`src/rtl/cfg_chain_loader_if.sv`:
```
`timescale 1ns/1ps
`default_nettype none
// ============================================================================
//  Module   : cfg_chain_loader_if
//  Brief    : Bitstream word stream (valid/ready) into the config chain loader.
//  Revision : 1.0  initial release
// ============================================================================
interface cfg_chain_loader_if #(
    parameter int WORD_W = 8
);
    logic [WORD_W-1:0] word_in;
    logic              word_valid;
    logic              word_ready;

    modport master (output word_in, output word_valid, input  word_ready);
    modport slave  (input  word_in, input  word_valid, output word_ready);
endinterface

`default_nettype wire

```
`src/rtl/cfg_chain_loader.sv`:
```
`timescale 1ns/1ps
`default_nettype none
// ============================================================================
//  Module   : cfg_chain_loader
//  Brief    : Serialises bitstream words MSB-first into the fabric config chain,
//             counts CHAIN_LEN shifts, then releases config mode.
//             Optional CRC-16/CCITT-FALSE check enabled by macro CFG_CRC_EN.
//  Revision : 1.0  initial release
// ============================================================================
module cfg_chain_loader #(
    parameter int WORD_W    = 8,
    parameter int CHAIN_LEN = 256,
    parameter int CNT_W     = $clog2(CHAIN_LEN + 1)
) (
    input  logic               clk,
    input  logic               nrst,
    input  logic               start,
    input  logic               abort,
    cfg_chain_loader_if.slave  stream,
    input  logic [15:0]        exp_crc,
    output logic               cfg_data_out,
    output logic               cfg_shift_en,
    output logic               cfg_en,
    input  logic               cfg_data_in,
    output logic               busy,
    output logic               done,
    output logic               error
);
    localparam int                 c_WB_W      = $clog2(WORD_W + 1);
    localparam logic [CNT_W-1:0]   c_LAST_BIT  = CNT_W'(CHAIN_LEN - 1);
    localparam logic [c_WB_W-1:0]  c_WORD_BITS = c_WB_W'(WORD_W);
    localparam logic [c_WB_W-1:0]  c_ONE_BIT   = c_WB_W'(1);

    localparam logic [1:0] c_IDLE  = 2'd0;
    localparam logic [1:0] c_LOAD  = 2'd1;
    localparam logic [1:0] c_SHIFT = 2'd2;
    localparam logic [1:0] c_DONE  = 2'd3;

    logic [1:0]        r_state;
    logic [1:0]        w_state_next;
    logic [WORD_W-1:0] r_shift;
    logic [CNT_W-1:0]  r_bit_cnt;
    logic [c_WB_W-1:0] r_word_left;
    logic              r_error;
    logic              w_accept_start;
    logic              w_accept_word;
    logic              w_crc_bad;

    assign w_accept_start = (r_state == c_IDLE) && start && !abort;
    assign w_accept_word  = (r_state == c_LOAD) && stream.word_valid && !abort;

    always_ff @(posedge clk) begin
        if (!nrst) begin
            r_state <= c_IDLE;
        end else begin
            r_state <= w_state_next;
        end
    end

    // abort wins over every other transition once a load is in progress
    always_comb begin
        w_state_next = r_state;
        case (r_state)
            c_IDLE: begin
                if (w_accept_start) w_state_next = c_LOAD;
            end
            c_LOAD: begin
                if (abort)                  w_state_next = c_IDLE;
                else if (stream.word_valid) w_state_next = c_SHIFT;
            end
            c_SHIFT: begin
                if (abort)                           w_state_next = c_IDLE;
                else if (r_bit_cnt == c_LAST_BIT)    w_state_next = c_DONE;
                else if (r_word_left == c_ONE_BIT)   w_state_next = c_LOAD;
            end
            c_DONE: begin
                w_state_next = c_IDLE;
            end
            default: begin
                w_state_next = c_IDLE;
            end
        endcase
    end

    always_comb begin
        stream.word_ready = 1'b0;
        cfg_shift_en      = 1'b0;
        cfg_data_out      = 1'b0;
        busy              = (r_state != c_IDLE);
        cfg_en            = (r_state != c_IDLE);
        done              = 1'b0;
        error             = r_error;
        case (r_state)
            c_LOAD:  stream.word_ready = 1'b1;
            c_SHIFT: begin
                cfg_shift_en = 1'b1;
                cfg_data_out = r_shift[WORD_W-1];
            end
            c_DONE: begin
                done  = !w_crc_bad;
                error = r_error | w_crc_bad;
            end
            default: ;
        endcase
    end

    always_ff @(posedge clk) begin
        if (!nrst) begin
            r_shift     <= '0;
            r_bit_cnt   <= '0;
            r_word_left <= '0;
            r_error     <= 1'b0;
        end else begin
            if (w_accept_start) begin
                r_bit_cnt <= '0;
                r_error   <= 1'b0;
            end
            if ((r_state != c_IDLE) && abort) begin
                r_error <= 1'b1;
            end else if ((r_state == c_DONE) && w_crc_bad) begin
                r_error <= 1'b1;
            end
            if (w_accept_word) begin
                r_shift     <= stream.word_in;
                r_word_left <= c_WORD_BITS;
            end else if (r_state == c_SHIFT) begin
                r_shift     <= r_shift << 1;
                r_bit_cnt   <= r_bit_cnt + CNT_W'(1);
                r_word_left <= r_word_left - c_ONE_BIT;
            end
        end
    end

`ifdef CFG_CRC_EN
    logic [15:0] r_crc;
    logic [15:0] r_exp_crc;
    logic [15:0] w_crc_next;
    logic        w_unused;

    // CRC covers exactly the bits presented while cfg_shift_en is high
    always_comb begin
        w_crc_next = {r_crc[14:0], 1'b0};
        if (r_crc[15] ^ r_shift[WORD_W-1]) w_crc_next = w_crc_next ^ 16'h1021;
    end

    always_ff @(posedge clk) begin
        if (!nrst) begin
            r_crc     <= 16'hFFFF;
            r_exp_crc <= 16'h0000;
        end else if (w_accept_start) begin
            r_crc     <= 16'hFFFF;
            r_exp_crc <= exp_crc;
        end else if (r_state == c_SHIFT) begin
            r_crc     <= w_crc_next;
        end
    end

    assign w_crc_bad = (r_crc != r_exp_crc);
    assign w_unused  = cfg_data_in;
`else
    logic w_unused;

    assign w_crc_bad = 1'b0;
    assign w_unused  = ^{cfg_data_in, exp_crc};
`endif

endmodule

`default_nettype wire
```
`src/flat_wrapper.sv`:
```
// flat-port wrapper written by rule: the top's interface ports become plain ports
module cfg_chain_loader_flat 
#(
    parameter int WORD_W    = 8,
    parameter int CHAIN_LEN = 256,
    parameter int CNT_W     = $clog2(CHAIN_LEN + 1)
)
  (clk, nrst, start, abort, exp_crc, cfg_data_out, cfg_shift_en, cfg_en, cfg_data_in, busy, done, error, stream_word_in, stream_word_valid, stream_word_ready);
  cfg_chain_loader_if #(.WORD_W(WORD_W)) stream_i ();
  input  logic clk;
  input  logic nrst;
  input  logic start;
  input  logic abort;
  input  logic [15:0] exp_crc;
  output logic cfg_data_out;
  output logic cfg_shift_en;
  output logic cfg_en;
  input  logic cfg_data_in;
  output logic busy;
  output logic done;
  output logic error;
  input wire logic [$bits(stream_i.word_in)-1:0] stream_word_in;
  input wire logic [$bits(stream_i.word_valid)-1:0] stream_word_valid;
  output wire logic [$bits(stream_i.word_ready)-1:0] stream_word_ready;
  assign stream_i.word_in = stream_word_in;
  assign stream_i.word_valid = stream_word_valid;
  assign stream_word_ready = stream_i.word_ready;
  cfg_chain_loader #(.WORD_W(WORD_W), .CHAIN_LEN(CHAIN_LEN), .CNT_W(CNT_W)) u_core (.clk(clk), .nrst(nrst), .start(start), .abort(abort), .stream(stream_i), .exp_crc(exp_crc), .cfg_data_out(cfg_data_out), .cfg_shift_en(cfg_shift_en), .cfg_en(cfg_en), .cfg_data_in(cfg_data_in), .busy(busy), .done(done), .error(error));
endmodule
```
`config.mk`:
```
export PLATFORM = sky130hd
export DESIGN_NAME = cfg_chain_loader_flat
export DESIGN_NICKNAME = d
export VERILOG_FILES = /design/src/rtl/cfg_chain_loader_if.sv /design/src/rtl/cfg_chain_loader.sv /design/src/flat_wrapper.sv
export SDC_FILE = /design/constraint.sdc
export NUM_CORES = 1
export LEC_CHECK = 0
export ABC_AREA = 1
export BUFFER_PORTS_ARGS = -buffer_cell sky130_fd_sc_hd__buf_2
export CAP_MARGIN = 20
export CORE_MARGIN = 5
export CORE_UTILIZATION = 51
export DETAILED_ROUTE_END_ITERATION = 8
export PLACE_DENSITY = 0.78
export SKIP_LAST_GASP = 1
export SYNTH_ARGS = -nofsm -noshare
export SYNTH_HDL_FRONTEND = slang
export SYNTH_SLANG_ARGS = --single-unit
```
`constraint.sdc`:
```
create_clock -name clk -period 1.65 [get_ports clk]
set_input_delay 0.0825 -clock clk [delete_from_list [all_inputs] [get_ports clk]]
set_output_delay 0.0825 -clock clk [all_outputs]
set_load 0.02 [all_outputs]
```
Yosys cells after proc, flatten, opt, wreduce, memory -nomap -nowiden
Index checks and enable logic that the tools add are counted.

operators by class
  reductions and logical operators = 12
  $add $sub $neg = 2
  mux-type cells = 20
  equality and inequality tests = 8
  bitwise gates (word level) = 1

operator list
  kind                                                                    count
  9-bit 2-to-1 mux                                                        3
  8-bit 2-to-1 mux                                                        2
  2-bit 2-to-1 mux                                                        6
  9-bit by 1-bit adder with 9-bit output (second input constant)          1
  9-bit by 8-bit equality test with 1-bit output (second input constant)  1
  4-bit 2-to-1 mux                                                        2
  2-bit case mux with 4 select lines                                      1
  1-bit 2-to-1 mux                                                        6
  2-bit nonzero test                                                      3
  1-bit logical AND                                                       5
  2-bit equality test (second input constant)                             2
  4-bit by 1-bit equality test with 1-bit output (second input constant)  1
  4-bit by 2-bit != test with 1-bit output (second input constant)        1
  4-bit by 1-bit subtractor with 4-bit output (second input constant)     1
  3-bit != test (second input constant)                                   1
  3-bit AND reduction                                                     1
  2-bit by 1-bit equality test with 1-bit output (second input constant)  1
  2-bit zero test                                                         1
  2-bit by 1-bit != test with 1-bit output (second input constant)        1
  2-bit OR reduction                                                      1
  1-bit zero test                                                         1
  1-bit inverter                                                          1

storage, ports and cells
  output and inout port bits = 7
  input bits = 30
  flip-flop bits (word level) = 24

Depth between registers and ports, before layout
  depth after elaboration = 6
  mapped depth = 10
  depth with buffers taken out = 10

Worst setup path before layout
No wires, ideal clock.

  kind = register to register
  from = reg u_core.r_bit_cnt[0]
  to = reg u_core.r_state[1]
  stages on the path, launching flop included = 11
  arrival time = 1326 ps
  period minus slack after synthesis = 1390 ps
  slack = 260 ps
  library setup time = 64 ps
  required time = 1586 ps
  cells stage by stage = dfxtp_1 > ha_1 > nand3_1 > nor4_1 > ha_1 > inv_1 > nor2_1 > nand2_1 > nand2_1 > a21oi_1 > nor2_1

on the way
  longest elaborated chain between the ends = 4

ends and longest elaborated chain
  item                                                line                     source
  start: declaration                                  cfg_chain_loader.sv:42   logic [CNT_W-1:0] r_bit_cnt;
  start signal: assignment                            cfg_chain_loader.sv:128  r_bit_cnt <= r_bit_cnt + CNT_W'(1);
  9-bit by 8-bit equality test with 1-bit output (*)  cfg_chain_loader.sv:73   else if (r_bit_cnt == c_LAST_BIT) w_state_next = c_DONE;
  2-bit 2-to-1 mux                                    cfg_chain_loader.sv:73
  2-bit 2-to-1 mux                                    cfg_chain_loader.sv:72   if (abort) w_state_next = c_IDLE;
  2-bit case mux with 4 select lines                  cfg_chain_loader.sv:63   case (r_state)
  end signal: assignment                              cfg_chain_loader.sv:54   r_state <= c_IDLE;
  end signal: assignment                              cfg_chain_loader.sv:56   r_state <= w_state_next;
  end: declaration                                    cfg_chain_loader.sv:39   logic [1:0] r_state;

Mark *: on every way between the ends. The rest lies on a longest branch, timed or not.
A chain may end at the register's enable or synchronous reset.

Worst setup path in the final report
  from = reg u_core.r_bit_cnt[1]
  to = reg u_core.r_state[1]

The elaborated chain is that of the path after synthesis.

==> impl_metrics.json <==
{
  "sw_frac_of_total": 0.243,
  "cts_tree": "built",
  "dr_wl_met3_um": 189,
  "grt_pass1_vias": 1014,
  "path_class": "reg -> reg",
  "n_fill_cell": 234,
  "final_util": 0.632,
  "area_growth_pct": 19.2,
  "ys_ff_latch": 24,
  "p_per_area_nw_per_um2": 757,
  "vdd_drop_max_mv": 0.505,
  "multiInputGateArea_um2": 708,
  "gr-total-overflow": 0,
  "ctsHoldBuffers": 0,
  "crit_top_cell": "nand2_1",
  "synthCells": 203,
  "clkSinkCount": 24,
  "placeableCoreArea_um2": 2450,
  "min_period_over_period": 0.965,
  "drtIter0Drc": 70,
  "antenna_found_initial": 0,
  "grt_setup_unrepaired": "true",
  "cp.arrival_ps": 1850,
  "leakage_nw": 0.742,
  "synth_cell_type_count": 23,
  "p_comb_frac": 0.125,
  "syn_area_um2": 1300,
  "top_layer": "met4",
  "drt-wirelength-per-cell_um": 11.1,
  "register_area_um2": 483,
  "yosysSeqAreaShare": 0.369,
  "setup_violations": 0,
  "syn_avg_cell_area_um2": 6.41,
  "die_y_um": 60.5,
  "tightest_slew_ps": 310,
  "met1Wirelength_mm": 1.35,
  "grt_pass1_wl_mm": 4.47,
  "fin_crit_ps": 1590,
  "die_area_um2": 3660,
  "cts_buffer_depth": 2,
  "cap_violations": 0,
  "cts_buffers": 3,
  "top_level_ports": 37,
  "p_sw_mw": 0.285,
  "wl_met2_mm": 1.30,
  "slew_violations": 0,
  "critPathLaunch": "u_core.r_bit_cnt[1]",
  "path_cells": "ha_4 > nand3_4 > nor4_4 > ha_2 > inv_2 > nor2_2 > nand2_1 > nand2_1 > a21oi_1 > nor2_1",
  "grt_max_degree": 20,
  "max_stage_delay_ps": 400,
  "clockPowerShare": 0.363,
  "drc": 0,
  "status": "finished clean",
  "cp.required_ps": 1910,
  "start_util": 0.530,
  "p_seq_frac": 0.513,
  "synth_fp_nets": 237,
  "setup_slack_ps": 58.0,
  "cts.root.buffer_cell": "clkbuf_4",
  "vias": 1249,
  "path_clk_slew_ps": 140,
  "intPower_mw": 0.889,
  "whs_ps": 18.9,
  "clock_latency_ps": 320,
  "cp_max_fo": 3,
  "path_depth": 10,
  "hp-class": "in -> reg",
  "cp-start-kind": "register",
  "relSlewSlack": 0.792,
  "rrSetupSlack_ps": 60,
  "crit_path_end": "u_core.r_state[1]",
  "fin_nets": 264,
  "reg2reg_to": "u_core.r_state[1]",
  "die_w_um": 60.5,
  "drive_gt1_frac": 0.197,
  "antennaDiodeCount": 0,
  "io_buffers": 19,
  "timing.fmax_ghz": 0.628,
  "drt.antenna.violating_nets": 0,
  "worst_setup_path_end_kind": "register",
  "drt_wl_total_mm": 2.87,
  "hold_viol": 0,
  "ys_warn_count": 0,
  "r2r-start": "u_core.r_bit_cnt[1]",
  "routed_via_density": 4.82,
  "drtPass1Iterations": 4,
  "post-dp-hpwl_mm": 2.06,
  "globalplace.congestion": 0.852,
  "crit_family": "simple AND/OR/NAND/NOR gates",
  "grt_usage": 0.163,
  "reg2regPathDepth": 10,
  "p_total_mw": 1.17,
  "crit_buf_inv": 1,
  "htreeDepth": 1,
  "rows": 18,
  "pre_cts_slack_ps": 65.3,
  "cp_slowest_cell": "dfxtp_2",
  "finClkSkew_ps": 10.3
}
state kept, by name, indices dropped and copies added, names as in the netlist:
register            cells
u_core.r_bit_cnt        9
u_core.r_shift          8
u_core.r_word_left      4
u_core.r_state          2
u_core.error            1
cells in the final DEF (no fill, tap or decap), types with 2 or more instances in the layout:
cell and instances:
nand2_1 52, nor2_1 38, inv_1 28, dfxtp_1 22, buf_2 19, nand3_1 16, a21oi_1 10, nand4_1 7
buf_4 7, inv_2 3, o21ai_0 3, clkbuf_4 3, nand2_2 2, nor2_2 2, xor2_1 2, ha_1 2
dfxtp_2 2
synthesized netlist by cell type:
master,count,area share
xor2_1,2,0.013
inv_2,2,0.0058
nand2_2,2,0.0096
nor3_1,1,0.0038
buf_2,1,0.0038
buf_4,1,0.0058
o211ai_1,1,0.0058
nand4_1,7,0.034
nand3_1,17,0.065
or2_0,1,0.0048
ha_1,4,0.038
inv_4,1,0.0048
nand3_2,1,0.0077
inv_1,29,0.084
nor4_1,1,0.0048
nor2_1,39,0.11
buf_6,2,0.017
o21ai_0,3,0.012
nor2_2,1,0.0048
a21oi_1,10,0.038
o22ai_1,1,0.0048
dfxtp_1,24,0.37
nand2_1,52,0.15
stage by stage:
step	TNS, ps	cells	instance area (um^2)
after floorplan	0	203	1300
after CTS	0	257	1490
final	0	259	1550
after global routing	-39.3	259	1550
after detailed placement	0	253	1440
after global placement	0	253	1440
worst min path at each step:
stage                 startpoint                end  depth (start not counted)
3_5_place_dp   stream_word_in[0]  u_core.r_shift[0]                          3
6_report       stream_word_in[0]  u_core.r_shift[0]                          3
4_1_cts        stream_word_in[0]  u_core.r_shift[0]                          3
5_1_grt        stream_word_in[0]  u_core.r_shift[0]                          3
2_1_floorplan              abort       u_core.error                          2
3_3_place_gp   stream_word_in[0]  u_core.r_shift[0]                          3
per-layer routing:
metal  track usage  vias up
li1              -      686
met1         0.221      534
met2         0.258       27
met3        0.0277        2
met4        0.0650        0
met5             0        -
cells by family (layout without fill, tap and decap cells):
group | Yosys count | after routing | share of synthesized area
and+or+nand+nor | 122 | 122 | 0.397
buffers and inverters | 36 | 62 | 0.121
DFF | 24 | 24 | 0.369
AOI/OAI and AO/OA | 15 | 15 | 0.0606
adders and majority gates | 4 | 4 | 0.0385
xor gates and xnor gates | 2 | 2 | 0.0135
cell type report:
class | instances | area share
multi-input combinational | 143 | 0.456
tap | 30 | 0.0242
sequential | 24 | 0.311
inverter | 32 | 0.0790
clock buffer | 3 | 0.0145
clock inverter | 1 | 0.0194
timing repair buffer | 26 | 0.0952
worst min-delay path: stages:
cell	delay [ps]
buf_2	100
nand2_1	60
a21oi_1	50
repair_timing:
item                                   4_1_cts  5_1_grt
setup endpoints to repair                    0        2
resized for setup                            0       11
endpoints found under the hold margin        0        0
buffers inserted                             0        2
power groups by stage:
| stage | Clock, mW | Sequential, mW | Combinational [mW] |
|---|---|---|---|
| 3_5_place_dp | 0 | 0.615 | 0.145 |
| 6_report | 0.426 | 0.602 | 0.146 |
| 4_1_cts | 0.433 | 0.602 | 0.146 |
| 5_1_grt | 0.460 | 0.605 | 0.163 |
| 3_3_place_gp | 0 | 0.614 | 0.144 |
| 2_1_floorplan | 0 | 0.615 | 0.0948 |
(Power assumes the default switching activity.)
